==> src/rtl/proc_trace_capture_pkg.sv <==
// ---------------------------------------------------------------------------
// ProcTracePkg
//   Shared types and constants for the processor trace capture block.
//   - TRACE_CNT_BITS : default width of the cycle and drop counters
//   - trace_entry_t  : one stamped trace beat (addr, data, cycle stamp)
// ---------------------------------------------------------------------------
package ProcTracePkg;

    localparam int TRACE_CNT_BITS = 32;

    typedef struct packed {
        logic [31:0]               addr;
        logic [31:0]               data;
        logic [TRACE_CNT_BITS-1:0] cycle;
    } trace_entry_t;

endpackage

==> src/rtl/proc_trace_capture_fifo.sv <==
// ---------------------------------------------------------------------------
// TraceFifo
//   Storage, pointers and occupancy for the trace capture buffer.
//   Ports:
//     clk, rst        : clock, synchronous active-high reset
//     clear           : synchronous flush; same-cycle enq/deq are discarded
//     enq, enq_data   : write one entry (caller guarantees !full or deq)
//     deq, deq_data   : pop head (caller guarantees !empty); head is
//                       combinational from storage at the read pointer
//     full, empty     : occupancy flags
//     count           : current occupancy (0..p_depth)
// ---------------------------------------------------------------------------
module TraceFifo #(
    parameter int p_depth = 8,
    parameter int p_width = 96
) (
    input  logic                       clk,
    input  logic                       rst,
    input  logic                       clear,
    input  logic                       enq,
    input  logic [p_width-1:0]         enq_data,
    input  logic                       deq,
    output logic [p_width-1:0]         deq_data,
    output logic                       full,
    output logic                       empty,
    output logic [$clog2(p_depth):0]   count
);

    localparam int AW = $clog2(p_depth);
    localparam int CW = AW + 1;

    // Storage carries no reset: only pointers and occupancy define validity.
    logic [p_width-1:0] mem [p_depth];

    logic [AW-1:0] wptr_q, wptr_d;
    logic [AW-1:0] rptr_q, rptr_d;
    logic [CW-1:0] cnt_q,  cnt_d;

    assign full     = (cnt_q == CW'(p_depth));
    assign empty    = (cnt_q == '0);
    assign count    = cnt_q;
    assign deq_data = mem[rptr_q];

    always_comb begin
        wptr_d = wptr_q;
        rptr_d = rptr_q;
        cnt_d  = cnt_q;
        if (clear) begin
            wptr_d = '0;
            rptr_d = '0;
            cnt_d  = '0;
        end else begin
            // Power-of-two depth: pointers wrap by natural overflow.
            if (enq) wptr_d = wptr_q + AW'(1);
            if (deq) rptr_d = rptr_q + AW'(1);
            case ({enq, deq})
                2'b10:   cnt_d = cnt_q + CW'(1);
                2'b01:   cnt_d = cnt_q - CW'(1);
                default: cnt_d = cnt_q;
            endcase
        end
    end

    always_ff @(posedge clk) begin
        if (rst) begin
            wptr_q <= '0;
            rptr_q <= '0;
            cnt_q  <= '0;
        end else begin
            wptr_q <= wptr_d;
            rptr_q <= rptr_d;
            cnt_q  <= cnt_d;
        end
    end

    // When full with a simultaneous pop, wptr == rptr: the head is read out
    // combinationally this cycle and overwritten at the edge, which is safe.
    always_ff @(posedge clk) begin
        if (enq && !clear && !rst)
            mem[wptr_q] <= enq_data;
    end

endmodule

==> src/rtl/proc_trace_capture.sv <==
// ---------------------------------------------------------------------------
// proc_trace_capture
//   Timestamps processor trace beats with a free-running cycle counter and
//   buffers them in a FIFO drained through a val/rdy port.
//   Ports:
//     clk, rst                         : clock, synchronous active-high reset
//     clear                            : flush FIFO and status (counter runs on)
//     en                               : capture enable (ignored beats are not drops)
//     trace_val/addr/data              : trace input beat
//     deq_val/rdy, deq_addr/data/cycle : head of the capture FIFO
//     count                            : occupancy
//     overflow                         : sticky, a beat was dropped on full
//     drop_count                       : saturating count of dropped beats
// ---------------------------------------------------------------------------
module proc_trace_capture
    import ProcTracePkg::*;
#(
    parameter int p_depth    = 8,
    parameter int p_cnt_bits = TRACE_CNT_BITS
) (
    input  logic                      clk,
    input  logic                      rst,
    input  logic                      clear,
    input  logic                      en,
    input  logic                      trace_val,
    input  logic [31:0]               trace_addr,
    input  logic [31:0]               trace_data,
    output logic                      deq_val,
    input  logic                      deq_rdy,
    output logic [31:0]               deq_addr,
    output logic [31:0]               deq_data,
    output logic [p_cnt_bits-1:0]     deq_cycle,
    output logic [$clog2(p_depth):0]  count,
    output logic                      overflow,
    output logic [p_cnt_bits-1:0]     drop_count
);

    localparam int EW = 64 + p_cnt_bits;

    logic [p_cnt_bits-1:0] cycle_q, cycle_d;
    logic                  ovf_q,   ovf_d;
    logic [p_cnt_bits-1:0] drop_q,  drop_d;

    logic          full, empty;
    logic          beat, deq_fire, enq, drop;
    logic [EW-1:0] enq_entry, head_entry;

    assign beat     = trace_val & en;
    assign deq_fire = deq_val & deq_rdy;
    // A full FIFO still accepts a beat when the head leaves in the same cycle.
    assign enq      = beat & (~full | deq_fire);
    assign drop     = beat & full & ~deq_fire;

    assign enq_entry = {trace_addr, trace_data, cycle_q};

    TraceFifo #(
        .p_depth (p_depth),
        .p_width (EW)
    ) u_fifo (
        .clk      (clk),
        .rst      (rst),
        .clear    (clear),
        .enq      (enq),
        .enq_data (enq_entry),
        .deq      (deq_fire),
        .deq_data (head_entry),
        .full     (full),
        .empty    (empty),
        .count    (count)
    );

    assign deq_val    = ~empty;
    assign deq_addr   = head_entry[EW-1 -: 32];
    assign deq_data   = head_entry[EW-33 -: 32];
    assign deq_cycle  = head_entry[p_cnt_bits-1:0];
    assign overflow   = ovf_q;
    assign drop_count = drop_q;

    always_comb begin
        cycle_d = cycle_q + p_cnt_bits'(1);
        ovf_d   = ovf_q;
        drop_d  = drop_q;
        if (clear) begin
            ovf_d  = 1'b0;
            drop_d = '0;
        end else if (drop) begin
            ovf_d = 1'b1;
            if (drop_q != '1) drop_d = drop_q + p_cnt_bits'(1);
        end
    end

    always_ff @(posedge clk) begin
        if (rst) begin
            cycle_q <= '0;
            ovf_q   <= 1'b0;
            drop_q  <= '0;
        end else begin
            cycle_q <= cycle_d;
            ovf_q   <= ovf_d;
            drop_q  <= drop_d;
        end
    end

endmodule

==> config.mk <==
export PLATFORM = sky130hd
export DESIGN_NAME = proc_trace_capture
export DESIGN_NICKNAME = d
export VERILOG_FILES = /design/src/rtl/proc_trace_capture_pkg.sv /design/src/rtl/proc_trace_capture_fifo.sv /design/src/rtl/proc_trace_capture.sv
export SDC_FILE = /design/constraint.sdc
export NUM_CORES = 1
export LEC_CHECK = 0
export CORE_MARGIN = 4
export CORE_UTILIZATION = 45
export CTS_BUF_LIST = sky130_fd_sc_hd__clkbuf_2 sky130_fd_sc_hd__clkbuf_4 sky130_fd_sc_hd__clkbuf_8
export CTS_CLUSTER_DIAMETER = 60
export CTS_CLUSTER_SIZE = 16
export DETAILED_ROUTE_END_ITERATION = 10
export GPL_TIMING_DRIVEN = 0
export PLACE_DENSITY = 0.71
export SLEW_MARGIN = 20
export SYNTH_ARGS = -nofsm -noshare
export SYNTH_HDL_FRONTEND = slang
export SYNTH_SLANG_ARGS = --single-unit
==> constraint.sdc <==
create_clock -name clk -period 12.75 [get_ports clk]
set_clock_uncertainty 0.05 [all_clocks]
set_input_delay 1.275 -clock clk [delete_from_list [all_inputs] [get_ports clk]]
set_output_delay 1.275 -clock clk [all_outputs]
set_load 0.01 [all_outputs]
# Word-level counts from Yosys, hierarchy flattened
# Memory sizes are Yosys's and may differ from the RTL's. A register that Yosys moved wholly into a read port is not among the register bits.
# Index checks and enable logic that the tools add are counted.
[op_classes]
add_sub_neg = 6
mul = 0
div = 0
magnitude_cmp = 0
eq_ne = 4
shift = 0
mux = 5
bitwise_logic = 9
reduce_logical = 8
[ops]
columns = ["op", "n"]
rows = [
  ["$add 32x1->32 const B", 2],
  ["$ne 32x32->1 const B", 1],
  ["$pmux 4 s2", 1],
  ["$add 3x1->3 const B", 2],
  ["$mux 3", 2],
  ["$and 1x1->1", 5],
  ["$add 4x1->4 const B", 1],
  ["$eq 4x4->1 const B", 1],
  ["$logic_not 4->1", 1],
  ["$sub 4x1->4 const B", 1],
  ["$not 1->1", 3],
  ["$eq 2x1->1 const B", 1],
  ["$eq 2x2->1 const B", 1],
  ["$logic_and 1x1->1", 2],
  ["$logic_not 1->1", 2],
  ["$mux 1", 2],
  ["$reduce_and 2->1", 1],
  ["$reduce_bool 2->1", 1],
  ["$reduce_or 2->1", 1],
  ["$or 1x1->1", 1],
]
[word_totals]
ff_bits = 75
latchBits = 0
ramBits = 768
romBits = 0
inputBits = 70
output_inout_bits = 134
n_memories = 1
[memory_table]
columns = ["name", "words", "word_bits", "rd", "rd_clocked_by_memory_dff", "write_ports", "line_no", "text"]
rows = [
  ["u_fifo.mem", 8, 96, 1, 1, 1, "proc_trace_capture_fifo.sv:33", "logic [p_width-1:0] mem [p_depth];"],
]

# Depth between registers and ports, before layout
[depth]
word_depth = 9
mapped_depth = 10
mapped_depth_nobuf = 10

# By module
# Synthesis repeated with hierarchy kept, for this count alone.
[hier_totals]
cells_unflattened = 1549
area_unflattened_um2 = 32622.5
[by_module_without_submodules]
columns = ["module", "n_inst", "cells_per_inst", "area_per_inst_um2"]
rows = [
  ["TraceFifo", 1, 1183, 29468.3],
  ["proc_trace_capture", 1, 366, 3154.3],
]

# Least setup slack after synthesis
# OpenSTA, ideal clock, no wires.
[synth_timing]
kind = "input -> register"
start = "in deq_rdy"
end = "mem u_fifo.mem[0][0], enable pin"
setup_ns = 0.668
t_arrival_ns = 8.685
t_required_ns = 12.032
path_slack_ns = 3.347
path_stages = 5
n_path_buf = 0
cell_sequence = "inv_1 a31oi_1 inv_1 or3_1 nor3_1"
[synth_via]
elab_chain_cells = 7
[synth_rtl]
columns = ["item", "line_no", "text"]
rows = [
  ["from (decl)", "proc_trace_capture.sv:29", "input logic deq_rdy,"],
  ["$and 1x1->1", "proc_trace_capture.sv:49", "assign deq_fire = deq_val & deq_rdy;"],
  ["$or 1x1->1", "proc_trace_capture.sv:51", "assign enq = beat & (~full | deq_fire);"],
  ["$and 1x1->1", "proc_trace_capture.sv:51", ""],
  ["$logic_and 1x1->1 (2 in series)", "proc_trace_capture_fifo.sv:79", "if (enq && !clear && !rst)"],
  ["$mux 1", "proc_trace_capture_fifo.sv:79", ""],
  ["$mux 1 (implied by the code)", "proc_trace_capture_fifo.sv:80", "mem[wptr_q] <= enq_data;"],
  ["to (decl)", "proc_trace_capture_fifo.sv:33", ""],
]
# Every way passes these cells.

==> impl_metrics.json <==
{
  "tightest_slew_ps": 1070,
  "ir_drop_uv": 68.5,
  "postSynthAreaPerCell_sq_um": 21.1,
  "synth_top_area_share": 0.713,
  "viasPerCell": 5.61,
  "drtAntennaViolNets": 0,
  "synth_edf_count": 768,
  "place_congestion": 0.766,
  "wire_per_inst_um": 23.8,
  "cp_max_fo": 10,
  "firstDrtPassIters": 5,
  "hp-start": "drop_count[1]",
  "ys.flop_type": "edfxtp_1",
  "grt_pass1_wl_um": 103000,
  "yosysTopAreaCell": "edfxtp_1",
  "antenna_found_initial": 8,
  "worstSetupPathType": "register to primary output",
  "nNetsFinal": 1944,
  "core_area_sq_um": 71400,
  "status": "finished clean",
  "relSlewSlack": 0.289,
  "cts_tree": "done",
  "min_period_ps": 5310,
  "fmax_ghz": 0.188,
  "holdWs_ps": 450,
  "rsz0062_at_grt": "no",
  "reg2reg_slack_ps": 8870,
  "syn_nets": 1610,
  "hold_depth": 2,
  "maxSlewViolCount": 0,
  "drtIter0Drc": 1483,
  "rr_startpoint": "u_fifo.count[0]",
  "finalHoldViolations": 0,
  "cts_setup_buffers": 0,
  "grt_pass1_vias": 16500,
  "critPathCaptureType": "primary output",
  "cts_root_buffer": "clkbuf_8",
  "h-tree-depth": 3,
  "synthTopCellsByArea": "edfxtp_1 (71%), mux4_2 (13%), dfxtp_1 (4.8%), mux2_2 (3.3%), nor2_1 (0.84%)",
  "ys_ff_latch": 846,
  "start_util": 0.453,
  "power.density_nw_per_um2": 121,
  "min_path_type": "register to register",
  "grt_max_degree": 21,
  "netlist_area_sq_um": 32300,
  "vias": 16000,
  "cts-buffers-inserted": 66,
  "die_w_um": 276,
  "port-buffer-count": 202,
  "synthArstFlopShare": 0,
  "clock_latency_ps": 660,
  "setup-tns-final_ps": 0,
  "nFillCells": 5466,
  "yosys.cell_types.count": 46,
  "start_kind": "register",
  "r2r.worst_path.cells": 10,
  "synth_commonest_cells": "edfxtp_1 (768), mux4_2 (192), mux2_2 (96), dfxtp_1 (78), nor2_1 (72)",
  "multi_input_area_sq_um": 7490,
  "drcViolationCount": 0,
  "syn_inst": 1533,
  "fp.dieArea_sq_um": 76200,
  "drive_above_1_share": 0.256,
  "top_level_ports": 204,
  "hpwl_um": 44500,
  "cap_violations": 0,
  "grt_usage": 0.177,
  "period_share": 0.417,
  "setup_violations": 0,
  "leakage_uw": 0.0116,
  "area_delta_synth_final_pct": 17.3,
  "cts_buffer_depth": 3,
  "fp-row-count": 98,
  "fp.dieH_um": 276,
  "cts.clk_slew.worst_paths_ps": 90,
  "timing.rr.end": "u_fifo.mem[0][58]",
  "wirelength_um": 67700,
  "cts_hold_buf": 0,
  "cts_sinks": 846,
  "required_ps": 11430,
  "ff_latch_area_sq_um": 24600,
  "worst_hold_path.endpoint": "drop_count[1]",
  "post_cts_resized": 0,
  "yosysMostFrequentCell": "edfxtp_1",
  "synth-seq-area-share": 0.762,
  "grt-ovfl-total": 0,
  "cp_data_arrival_time_ps": 3990,
  "yosys_warnings": 0
}
per-layer routing:
| layer | GRT usage | vias up | wire [um] |
|---|---|---|---|
| met5 | 0 | - | 41 |
| met4 | 0.0381 | 8 | 1200 |
| met3 | 0.0360 | 93 | 3990 |
| met2 | 0.292 | 500 | 33700 |
| met1 | 0.248 | 8410 | 28800 |
| li1 | - | 6980 | - |
worst max-delay path: stages, from the launching register on:
cell and delay [ps]:
dfxtp_1 320, clkbuf_1 200, clkbuf_1 660, buf_1 750
mux4_2 600, mux2_2 290, clkdlybuf4s50_1 490
cell families after synthesis:
logic type,synth area share
flops,0.762
xor+xnor,0.0135
mux,0.169
simple gates,0.0341
compound gates,0.00991
buf+inv,0.00913
fa+ha+maj,0.00271
report_power, final:
group | internal [uW] | leakage, uW | switching [uW]
clock | 581 | 0.000619 | 850
sequential | 3010 | 0.00761 | 5.00
combinational | 63.2 | 0.00333 | 61.7
total | 3660 | 0.0116 | 917
flip-flops by register name (all words and copies together), names as in the netlist, named ones only:
register,flops
u_fifo.wptr_q,3
u_fifo.count,4
overflow,1
drop_count,32
cycle_q,32
u_fifo.mem,768
u_fifo.rptr_q,3
metrics by stage:
stage / cell area [sq um] / setup slack, ps / util / std cells / power (uW)
floorplan: 32300 / 3350 / - / 1533 / 3130
global placement: 35500 / -4360 / 0.498 / 2685 / 3200
detailed placement: 36700 / 7580 / 0.514 / 2749 / 3210
CTS: 37900 / 7290 / 0.531 / 2847 / 4630
global route: 37900 / 7130 / 0.532 / 2849 / 4740
finish: 37900 / 7440 / 0.532 / 2851 / 4570
final cells by class:
class / count / area share
plain buffers: 67 / 0.00732
inverters: 5 / 0.000495
well taps: 950 / 0.0313
flip-flops and latches: 846 / 0.649
diodes: 4 / 0.000264
multi-input cells: 615 / 0.197
clock buffers: 81 / 0.0271
repair buffers: 266 / 0.0822
clock inverters: 17 / 0.00478
placed cells by master, fill, tap and decap left out, types with 21 or more instances in the layout:
cell type	Yosys	final
clkbuf_1	44	43
clkdlybuf4s50_1	0	202
nor2_1	72	66
xnor2_1	21	21
edfxtp_1	768	768
dfxtp_1	78	78
clkbuf_8	0	67
nand3_1	27	27
nand2_1	32	32
buf_16	0	21
xor2_1	29	29
mux4_2	192	192
mux2_2	96	96
worst max-delay path by stage:
stage,from,slack [ps],cells past startpoint,end
CTS,register,7290,6,deq_addr[1]
finish,register,7440,6,deq_addr[1]
detailed placement,clear,7580,9,u_fifo.mem[2][56]
global placement,clear,-4360,4,u_fifo.mem[2][58]
floorplan,deq_rdy,3350,5,u_fifo.mem[0][0]
global route,register,7130,6,deq_addr[1]
(Power assumes the default switching activity.)
